<file path="src/rtl/ula_pkg.sv">
//------------------------------------------------------------------------------
// ula_pkg
// Shared ULA width, op-code constants and arbiter FSM state encoding.
// Revision: 1.0
//------------------------------------------------------------------------------
`default_nettype none

package ula_pkg;

    localparam int ULA_WIDTH = 20;

    localparam logic [1:0] ULA_ADD = 2'b00;
    localparam logic [1:0] ULA_OR  = 2'b01;
    localparam logic [1:0] ULA_AND = 2'b10;
    localparam logic [1:0] ULA_NOT = 2'b11;

    typedef enum logic [1:0] {
        IDLE = 2'd0,
        EXEC = 2'd1,
        RESP = 2'd2
    } state_t;

endpackage

`default_nettype wire

</file>
<file path="src/rtl/ula_arbiter_if.sv">
//------------------------------------------------------------------------------
// ula_arbiter_if
// Request/response handshakes and shared-ULA bus of the ULA arbiter.
// Revision: 1.0
//------------------------------------------------------------------------------
`default_nettype none

interface ula_arbiter_if #(
    parameter int N_REQ = 2,
    parameter int WIDTH = 20
);
    logic [N_REQ-1:0]       req_valid;
    logic [N_REQ-1:0]       req_ready;
    logic [2*N_REQ-1:0]     req_control;
    logic [WIDTH*N_REQ-1:0] req_opA;
    logic [WIDTH*N_REQ-1:0] req_opB;
    logic [N_REQ-1:0]       rsp_valid;
    logic [N_REQ-1:0]       rsp_ready;
    logic [WIDTH-1:0]       rsp_result;
    logic                   rsp_ulaZero;
    logic [1:0]             alu_control;
    logic [WIDTH-1:0]       alu_opA;
    logic [WIDTH-1:0]       alu_opB;
    logic [WIDTH-1:0]       alu_result;
    logic                   alu_ulaZero;
    logic                   busy;

    // Requesters plus the shared ULA instance.
    modport master (
        output req_valid, req_control, req_opA, req_opB, rsp_ready,
               alu_result, alu_ulaZero,
        input  req_ready, rsp_valid, rsp_result, rsp_ulaZero,
               alu_control, alu_opA, alu_opB, busy
    );

    // The arbiter itself.
    modport slave (
        input  req_valid, req_control, req_opA, req_opB, rsp_ready,
               alu_result, alu_ulaZero,
        output req_ready, rsp_valid, rsp_result, rsp_ulaZero,
               alu_control, alu_opA, alu_opB, busy
    );

endinterface

`default_nettype wire

</file>
<file path="src/rtl/ula_rr_pick.sv">
//------------------------------------------------------------------------------
// ula_rr_pick
// Combinational winner select: one-hot grant plus binary index.
// ULA_ARB_FIXED_PRIORITY_EN selects lowest-index-wins and removes the pointer.
// Revision: 1.0
//------------------------------------------------------------------------------
`default_nettype none

module ula_rr_pick #(
    parameter  int N_REQ = 2,
    localparam int IDXW  = $clog2(N_REQ)
) (
    input  logic [N_REQ-1:0] req_valid_i,
`ifndef ULA_ARB_FIXED_PRIORITY_EN
    input  logic [IDXW-1:0]  ptr_i,
`endif
    output logic [N_REQ-1:0] grant_o,
    output logic [IDXW-1:0]  idx_o,
    output logic             any_o
);

    always_comb begin
        int j;
        grant_o = '0;
        idx_o   = '0;
        any_o   = 1'b0;
        j       = 0;
        for (int k = 0; k < N_REQ; k++) begin
`ifdef ULA_ARB_FIXED_PRIORITY_EN
            j = k;
`else
            // Search wraps around starting at the pointer.
            j = int'(ptr_i) + k;
            if (j >= N_REQ) begin
                j = j - N_REQ;
            end
`endif
            if (!any_o && req_valid_i[j]) begin
                any_o      = 1'b1;
                idx_o      = IDXW'(j);
                grant_o[j] = 1'b1;
            end
        end
    end

endmodule

`default_nettype wire

</file>
<file path="src/rtl/ula_arbiter.sv">
//------------------------------------------------------------------------------
// ula_arbiter
// Shares one execute-stage ULA between N_REQ requesters (accept/exec/respond).
// Optional macro: ULA_ARB_FIXED_PRIORITY_EN (fixed priority, no pointer).
// Revision: 1.0
//------------------------------------------------------------------------------
`default_nettype none

module ula_arbiter
    import ula_pkg::*;
#(
    parameter int N_REQ = 2,
    parameter int WIDTH = ULA_WIDTH
) (
    input  logic         clock,
    input  logic         reset,
    ula_arbiter_if.slave bus
);

    localparam int IDXW = $clog2(N_REQ);

    state_t            state_q, state_d;
    logic [IDXW-1:0]   gnt_q, gnt_d;
    logic [1:0]        ctrl_q, ctrl_d;
    logic [WIDTH-1:0]  opa_q, opa_d;
    logic [WIDTH-1:0]  opb_q, opb_d;
    logic [WIDTH-1:0]  res_q, res_d;
    logic              zero_q, zero_d;

    logic [N_REQ-1:0]  pick_oh;
    logic [IDXW-1:0]   pick_idx;
    logic              pick_any;
    logic [N_REQ-1:0]  gnt_oh;
    logic              rsp_take;

    logic [N_REQ-1:0]  req_ready;
    logic [N_REQ-1:0]  rsp_valid;
    logic [1:0]        alu_control;
    logic [WIDTH-1:0]  alu_opA;
    logic [WIDTH-1:0]  alu_opB;

`ifndef ULA_ARB_FIXED_PRIORITY_EN
    logic [IDXW-1:0]   ptr_q, ptr_d;
`endif

    ula_rr_pick #(
        .N_REQ       (N_REQ)
    ) u_pick (
        .req_valid_i (bus.req_valid),
`ifndef ULA_ARB_FIXED_PRIORITY_EN
        .ptr_i       (ptr_q),
`endif
        .grant_o     (pick_oh),
        .idx_o       (pick_idx),
        .any_o       (pick_any)
    );

    assign gnt_oh   = {{(N_REQ-1){1'b0}}, 1'b1} << gnt_q;
    assign rsp_take = |(bus.rsp_ready & gnt_oh);

    always_comb begin
        state_d     = state_q;
        gnt_d       = gnt_q;
        ctrl_d      = ctrl_q;
        opa_d       = opa_q;
        opb_d       = opb_q;
        res_d       = res_q;
        zero_d      = zero_q;
`ifndef ULA_ARB_FIXED_PRIORITY_EN
        ptr_d       = ptr_q;
`endif
        req_ready   = '0;
        rsp_valid   = '0;
        alu_control = 2'b00;
        alu_opA     = '0;
        alu_opB     = '0;
        case (state_q)
            IDLE: begin
                // The winner is always a valid requester, so a grant is an accept.
                req_ready = pick_oh;
                if (pick_any) begin
                    gnt_d   = pick_idx;
                    ctrl_d  = bus.req_control[2*int'(pick_idx) +: 2];
                    opa_d   = bus.req_opA[WIDTH*int'(pick_idx) +: WIDTH];
                    opb_d   = bus.req_opB[WIDTH*int'(pick_idx) +: WIDTH];
                    state_d = EXEC;
                end
            end
            EXEC: begin
                alu_control = ctrl_q;
                alu_opA     = opa_q;
                alu_opB     = opb_q;
                res_d       = bus.alu_result;
                zero_d      = bus.alu_ulaZero;
                state_d     = RESP;
            end
            RESP: begin
                rsp_valid = gnt_oh;
                if (rsp_take) begin
                    state_d = IDLE;
`ifndef ULA_ARB_FIXED_PRIORITY_EN
                    ptr_d   = (gnt_q == IDXW'(N_REQ-1)) ? '0 : gnt_q + 1'b1;
`endif
                end
            end
            default: begin
                state_d = IDLE;
            end
        endcase
    end

    always_ff @(posedge clock) begin
        if (reset) begin
            state_q <= IDLE;
            gnt_q   <= '0;
            ctrl_q  <= 2'b00;
            opa_q   <= '0;
            opb_q   <= '0;
            res_q   <= '0;
            zero_q  <= 1'b0;
        end else begin
            state_q <= state_d;
            gnt_q   <= gnt_d;
            ctrl_q  <= ctrl_d;
            opa_q   <= opa_d;
            opb_q   <= opb_d;
            res_q   <= res_d;
            zero_q  <= zero_d;
        end
    end

`ifndef ULA_ARB_FIXED_PRIORITY_EN
    always_ff @(posedge clock) begin
        if (reset) begin
            ptr_q <= '0;
        end else begin
            ptr_q <= ptr_d;
        end
    end
`endif

    assign bus.req_ready   = req_ready;
    assign bus.rsp_valid   = rsp_valid;
    assign bus.rsp_result  = res_q;
    assign bus.rsp_ulaZero = zero_q;
    assign bus.alu_control = alu_control;
    assign bus.alu_opA     = alu_opA;
    assign bus.alu_opB     = alu_opB;
    assign bus.busy        = (state_q != IDLE);

endmodule

`default_nettype wire

</file>
<file path="src/flat_wrapper.sv">
// flat-port wrapper written by rule: the top's interface ports become plain ports
module ula_arbiter_flat import ula_pkg::*;
#(
    parameter int N_REQ = 2,
    parameter int WIDTH = ULA_WIDTH
)
  (clock, reset, bus_req_valid, bus_req_control, bus_req_opA, bus_req_opB, bus_rsp_ready, bus_alu_result, bus_alu_ulaZero, bus_req_ready, bus_rsp_valid, bus_rsp_result, bus_rsp_ulaZero, bus_alu_control, bus_alu_opA, bus_alu_opB, bus_busy);
  ula_arbiter_if #(.N_REQ(N_REQ), .WIDTH(WIDTH)) bus_i ();
  input  logic clock;
  input  logic reset;
  input wire logic [$bits(bus_i.req_valid)-1:0] bus_req_valid;
  input wire logic [$bits(bus_i.req_control)-1:0] bus_req_control;
  input wire logic [$bits(bus_i.req_opA)-1:0] bus_req_opA;
  input wire logic [$bits(bus_i.req_opB)-1:0] bus_req_opB;
  input wire logic [$bits(bus_i.rsp_ready)-1:0] bus_rsp_ready;
  input wire logic [$bits(bus_i.alu_result)-1:0] bus_alu_result;
  input wire logic [$bits(bus_i.alu_ulaZero)-1:0] bus_alu_ulaZero;
  output wire logic [$bits(bus_i.req_ready)-1:0] bus_req_ready;
  output wire logic [$bits(bus_i.rsp_valid)-1:0] bus_rsp_valid;
  output wire logic [$bits(bus_i.rsp_result)-1:0] bus_rsp_result;
  output wire logic [$bits(bus_i.rsp_ulaZero)-1:0] bus_rsp_ulaZero;
  output wire logic [$bits(bus_i.alu_control)-1:0] bus_alu_control;
  output wire logic [$bits(bus_i.alu_opA)-1:0] bus_alu_opA;
  output wire logic [$bits(bus_i.alu_opB)-1:0] bus_alu_opB;
  output wire logic [$bits(bus_i.busy)-1:0] bus_busy;
  assign bus_i.req_valid = bus_req_valid;
  assign bus_i.req_control = bus_req_control;
  assign bus_i.req_opA = bus_req_opA;
  assign bus_i.req_opB = bus_req_opB;
  assign bus_i.rsp_ready = bus_rsp_ready;
  assign bus_i.alu_result = bus_alu_result;
  assign bus_i.alu_ulaZero = bus_alu_ulaZero;
  assign bus_req_ready = bus_i.req_ready;
  assign bus_rsp_valid = bus_i.rsp_valid;
  assign bus_rsp_result = bus_i.rsp_result;
  assign bus_rsp_ulaZero = bus_i.rsp_ulaZero;
  assign bus_alu_control = bus_i.alu_control;
  assign bus_alu_opA = bus_i.alu_opA;
  assign bus_alu_opB = bus_i.alu_opB;
  assign bus_busy = bus_i.busy;
  ula_arbiter #(.N_REQ(N_REQ), .WIDTH(WIDTH)) u_core (.clock(clock), .reset(reset), .bus(bus_i));
endmodule
</file>
<file path="config.mk">
export PLATFORM = sky130hd
export DESIGN_NAME = ula_arbiter_flat
export DESIGN_NICKNAME = d
export VERILOG_FILES = /design/src/rtl/ula_pkg.sv /design/src/rtl/ula_arbiter_if.sv /design/src/rtl/ula_rr_pick.sv /design/src/rtl/ula_arbiter.sv /design/src/flat_wrapper.sv
export SDC_FILE = /design/constraint.sdc
export NUM_CORES = 1
export LEC_CHECK = 0
export CAP_MARGIN = 25
export CORE_MARGIN = 2
export CORE_UTILIZATION = 35
export CTS_CLUSTER_SIZE = 12
export DETAILED_ROUTE_END_ITERATION = 8
export MAX_ROUTING_LAYER = met4
export PLACE_DENSITY = 0.88
export SYNTH_ARGS = -nofsm -noshare
export SYNTH_HDL_FRONTEND = slang
export SYNTH_HIERARCHICAL = 1
export SYNTH_SLANG_ARGS = --single-unit
</file>
<file path="constraint.sdc">
create_clock -name clock -period 1.3 [get_ports clock]
set_input_delay 0.26 -clock clock [delete_from_list [all_inputs] [get_ports clock]]
set_output_delay 0.26 -clock clock [all_outputs]
set_load 0.05 [all_outputs]
</file>
==> results.yml <==
grt:
  overflow: 0
  grt_pass1_vias: 3500
  antenna_found_initial: 0
  grt_pass1_wl_um: 18200
  grt_max_degree: 32
  track_usage_pct: 24.2
timing:
  final-max-slew-violation-count: 0
  max_freq_mhz: 601
  hold_violations: 0
  skew_ns: 0.00630
  fin_crit_sh_pct: 128
  setup_viol: 91
  worst_slew_pin_slew_ns: 0.405
  relSlewSlack_pct: 72.9
  rsz0062_at_grt: "yes"
  fin_ws_ns: -0.364
  setup_tns_ns: -29.52
  final.min_clock_period_ns: 1.66
clocking:
  clockBufferDepth: 2
  cts_tree: "yes"
  cts_buffers: 9
  htreeDepth: 3
  clk_pin_slew_worst_paths_ns: 0.07
  worstSkewPairLatency_ns: 0.33
  root_buffer: "clkbuf_8"
  cts_sinks: 67
routing:
  vias_per_cell: 4.88
  avgRoutedWirePerCell_um: 18.7
  drc_errors: 0
  firstDrtPassIters: 4
  ant_nets: 0
  routed_wirelength_um: 11800
  drt_iter0_drc: 73
  num_vias: 3078
power_and_ir_drop:
  p_comb_share_pct: 36.5
  power_frac_seq_pct: 34.8
  design_power_total_mw: 6.97
  clockPowerShare_pct: 28.7
  internal_power_mw: 4.84
  peakVddDrop_mv: 0.739
  p_sw_share_pct: 30.5
  p_sw_mw: 2.13
  p_leak_nw: 2.73
  cellPowerDensity_nw_per_um2: 989
floorplan:
  fp.coreArea_um2: 9110
  die_x_um: 100
  initial_core_util_pct: 35.7
  dieArea_um2: 10100
  rows: 35
  die_h_um: 100
  io_pins: 179
yosys:
  synthDistinctLibCells: 22
  ys_seq_area_share_pct: 41.3
  synth_cells: 309
  synth_top_area_share_pct: 41.3
  synthTopCellsByArea: "dfxtp_1, o2bb2ai_2, mux2i_1"
  syn_nets: 420
  yosys_warnings: 6
  synth_top_area_cell: "dfxtp_1"
  syn_area_um2: 3250
  avgSynthCellArea_um2: 10.5
  synth_seq_cells: 67
critical_path:
  worstSetupPathType: "reg -> out"
  slowest_delay_ns: 0.36
  worst_path_max_delay_cell: "dfxtp_4"
  ff2ff_setup_slack_ns: -0.36
  worstPathArrival_ns: 1.40
  crit_chain: "nor2b_4, buf_4, buf_16, and2_4, buf_12"
  r2r_start: "u_core/state_q[0]"
  reg2reg_to: "u_core/opa_q[2]"
  crit_cells: 5
  worstPathMaxFanout: 12
  reg2reg_depth: 9
  start_kind: "register"
  crit_family: "buffers and inverters"
  worstPathRequired_ns: 1.04
  worst_setup_path_end_kind: "output port"
  path_buf_inv: 3
placed_design:
  gp_congestion: 0.787
  dp_hpwl_um: 7440
  port_buffers: 178
  dpl_cell_area_um2: 6080
  place_ws_ns: -0.475
finish:
  nets: 626
  syn_to_final_growth_pct: 117
  postLayoutCellArea_um2: 7050
  regArea_um2: 1350
  layout-drive-gt1-share_pct: 44.0
  multi_input_area_um2: 2150
  final_util_pct: 77.3
  diodes: 0
  fillCellCount: 536
min_path:
  hold_start: "bus_alu_result[13]"
  holdPathStages: 3
  hold_path.class: "in -> reg"
  hold_end: "u_core/bus.rsp_result[13]"
outcome:
  violations: "setup timing"
  status: "finished, violations left"
job:
  cap_violations: 0
==> power groups by stage <==
stage / registers [mW] / logic, mW / clock network (mW)
after floorplan: 2.54 / 0.914 / 0
after global placement: 2.43 / 2.01 / 0
after detailed placement: 2.44 / 2.06 / 0
after CTS: 2.41 / 2.51 / 2.01
after global routing: 2.44 / 2.65 / 2.12
final: 2.43 / 2.54 / 2.00
==> registers in the layout, indices dropped and copies added (netlist names) <==
signal                  flops
u_core/bus.rsp_result      20
u_core/opa_q               20
u_core/opb_q               20
u_core/ctrl_q               2
u_core/state_q              2
u_core/bus.rsp_ulaZero      1
u_core/gnt_q                1
u_core/ptr_q                1
==> worst reg2reg max path, delay by kind of cell (launching register included) <==
family          cells  cell delay, ns
buf+inv             6            0.77
compound gates      1            0.11
simple gates        2            0.39
flops               1            0.33
==> worst max path at each step <==
stage / from / endpoint / slack (ns)
after floorplan: u_core/ptr_q / u_core/ctrl_q[0] / -0.06
after global placement: bus_req_valid[1] / u_core/ctrl_q[1] / -0.46
after detailed placement: bus_req_valid[1] / u_core/opa_q[0] / -0.47
after CTS: u_core/state_q[0] / bus_alu_opA[15] / -0.37
after global routing: u_core/state_q[0] / bus_alu_opA[0] / -0.43
final: u_core/state_q[1] / bus_alu_opA[0] / -0.36
==> timing repair <==
item                       in CTS  in global routing
setup buffers                  18                  4
setup endpoints to repair     110                113
hold buffers                    0                  0
resized for setup              41                 24
pin swaps                      53                  8
gates cloned                   10                  1
==> layout by cell type (no fill, tap or decap), types with 3 or more instances in the layout <==
cell type        instances
nand2_1                 42
dfxtp_1                 65
o2bb2ai_2               24
buf_4                   12
mux2i_1                 44
clkbuf_8                11
a21oi_1                 21
clkdlybuf4s50_1        108
buf_12                  82
and2_4                  44
buf_16                   7
buf_6                    6
o2bb2ai_4               18
inv_1                    3
==> cells by family (layout without fill, tap and decap cells) <==
logic type / after synthesis / after routing / synth area share (%)
AOI/OAI and AO/OA: 69 / 69 / 23.5
buffers and inverters: 30 / 241 / 5.66
DFF: 67 / 67 / 41.3
muxes: 44 / 44 / 13.6
and+or+nand+nor: 99 / 99 / 16.0
==> metal layers <==
metal | vias to the layer above | GRT usage [%] | share of wire (%)
li1 | 1485 | - | -
met1 | 1455 | 25.6 | 37
met2 | 125 | 45.2 | 55
met3 | 13 | 5.22 | 6.1
met4 | 0 | 6.74 | 1.6
met5 | - | - | 0
==> layout make-up <==
class	count	area share [%]
Clock buffer	12	2.20
Multi-Input combinational cell	212	30.5
Inverter	4	0.213
Clock inverter	4	1.03
Sequential cell	67	19.1
Timing Repair Buffer	221	45.0
Tap cell	111	1.97
==> Yosys cell counts <==
master / instances
nor3b_4: 1
mux2i_1: 44
a21oi_1: 23
o2bb2ai_1: 3
nand2_1: 42
or2_1: 1
a21boi_0: 3
nor2_1: 3
clkbuf_2: 3
nor2_2: 1
inv_1: 4
and3_1: 1
buf_2: 12
buf_4: 4
nand2b_1: 2
and2_1: 45
nor2b_1: 3
buf_6: 5
dfxtp_1: 67
clkbuf_1: 2
o2bb2ai_2: 39
a2111oi_2: 1
==> stage by stage <==
step,hold slack (ns),cells
2_1_floorplan,0.396,309
3_3_place_gp,0.446,591
3_5_place_dp,0.448,591
4_1_cts,0.460,634
5_1_grt,0.481,631
6_report,0.473,631
No activity file was read; power rests on OpenSTA's default activity.
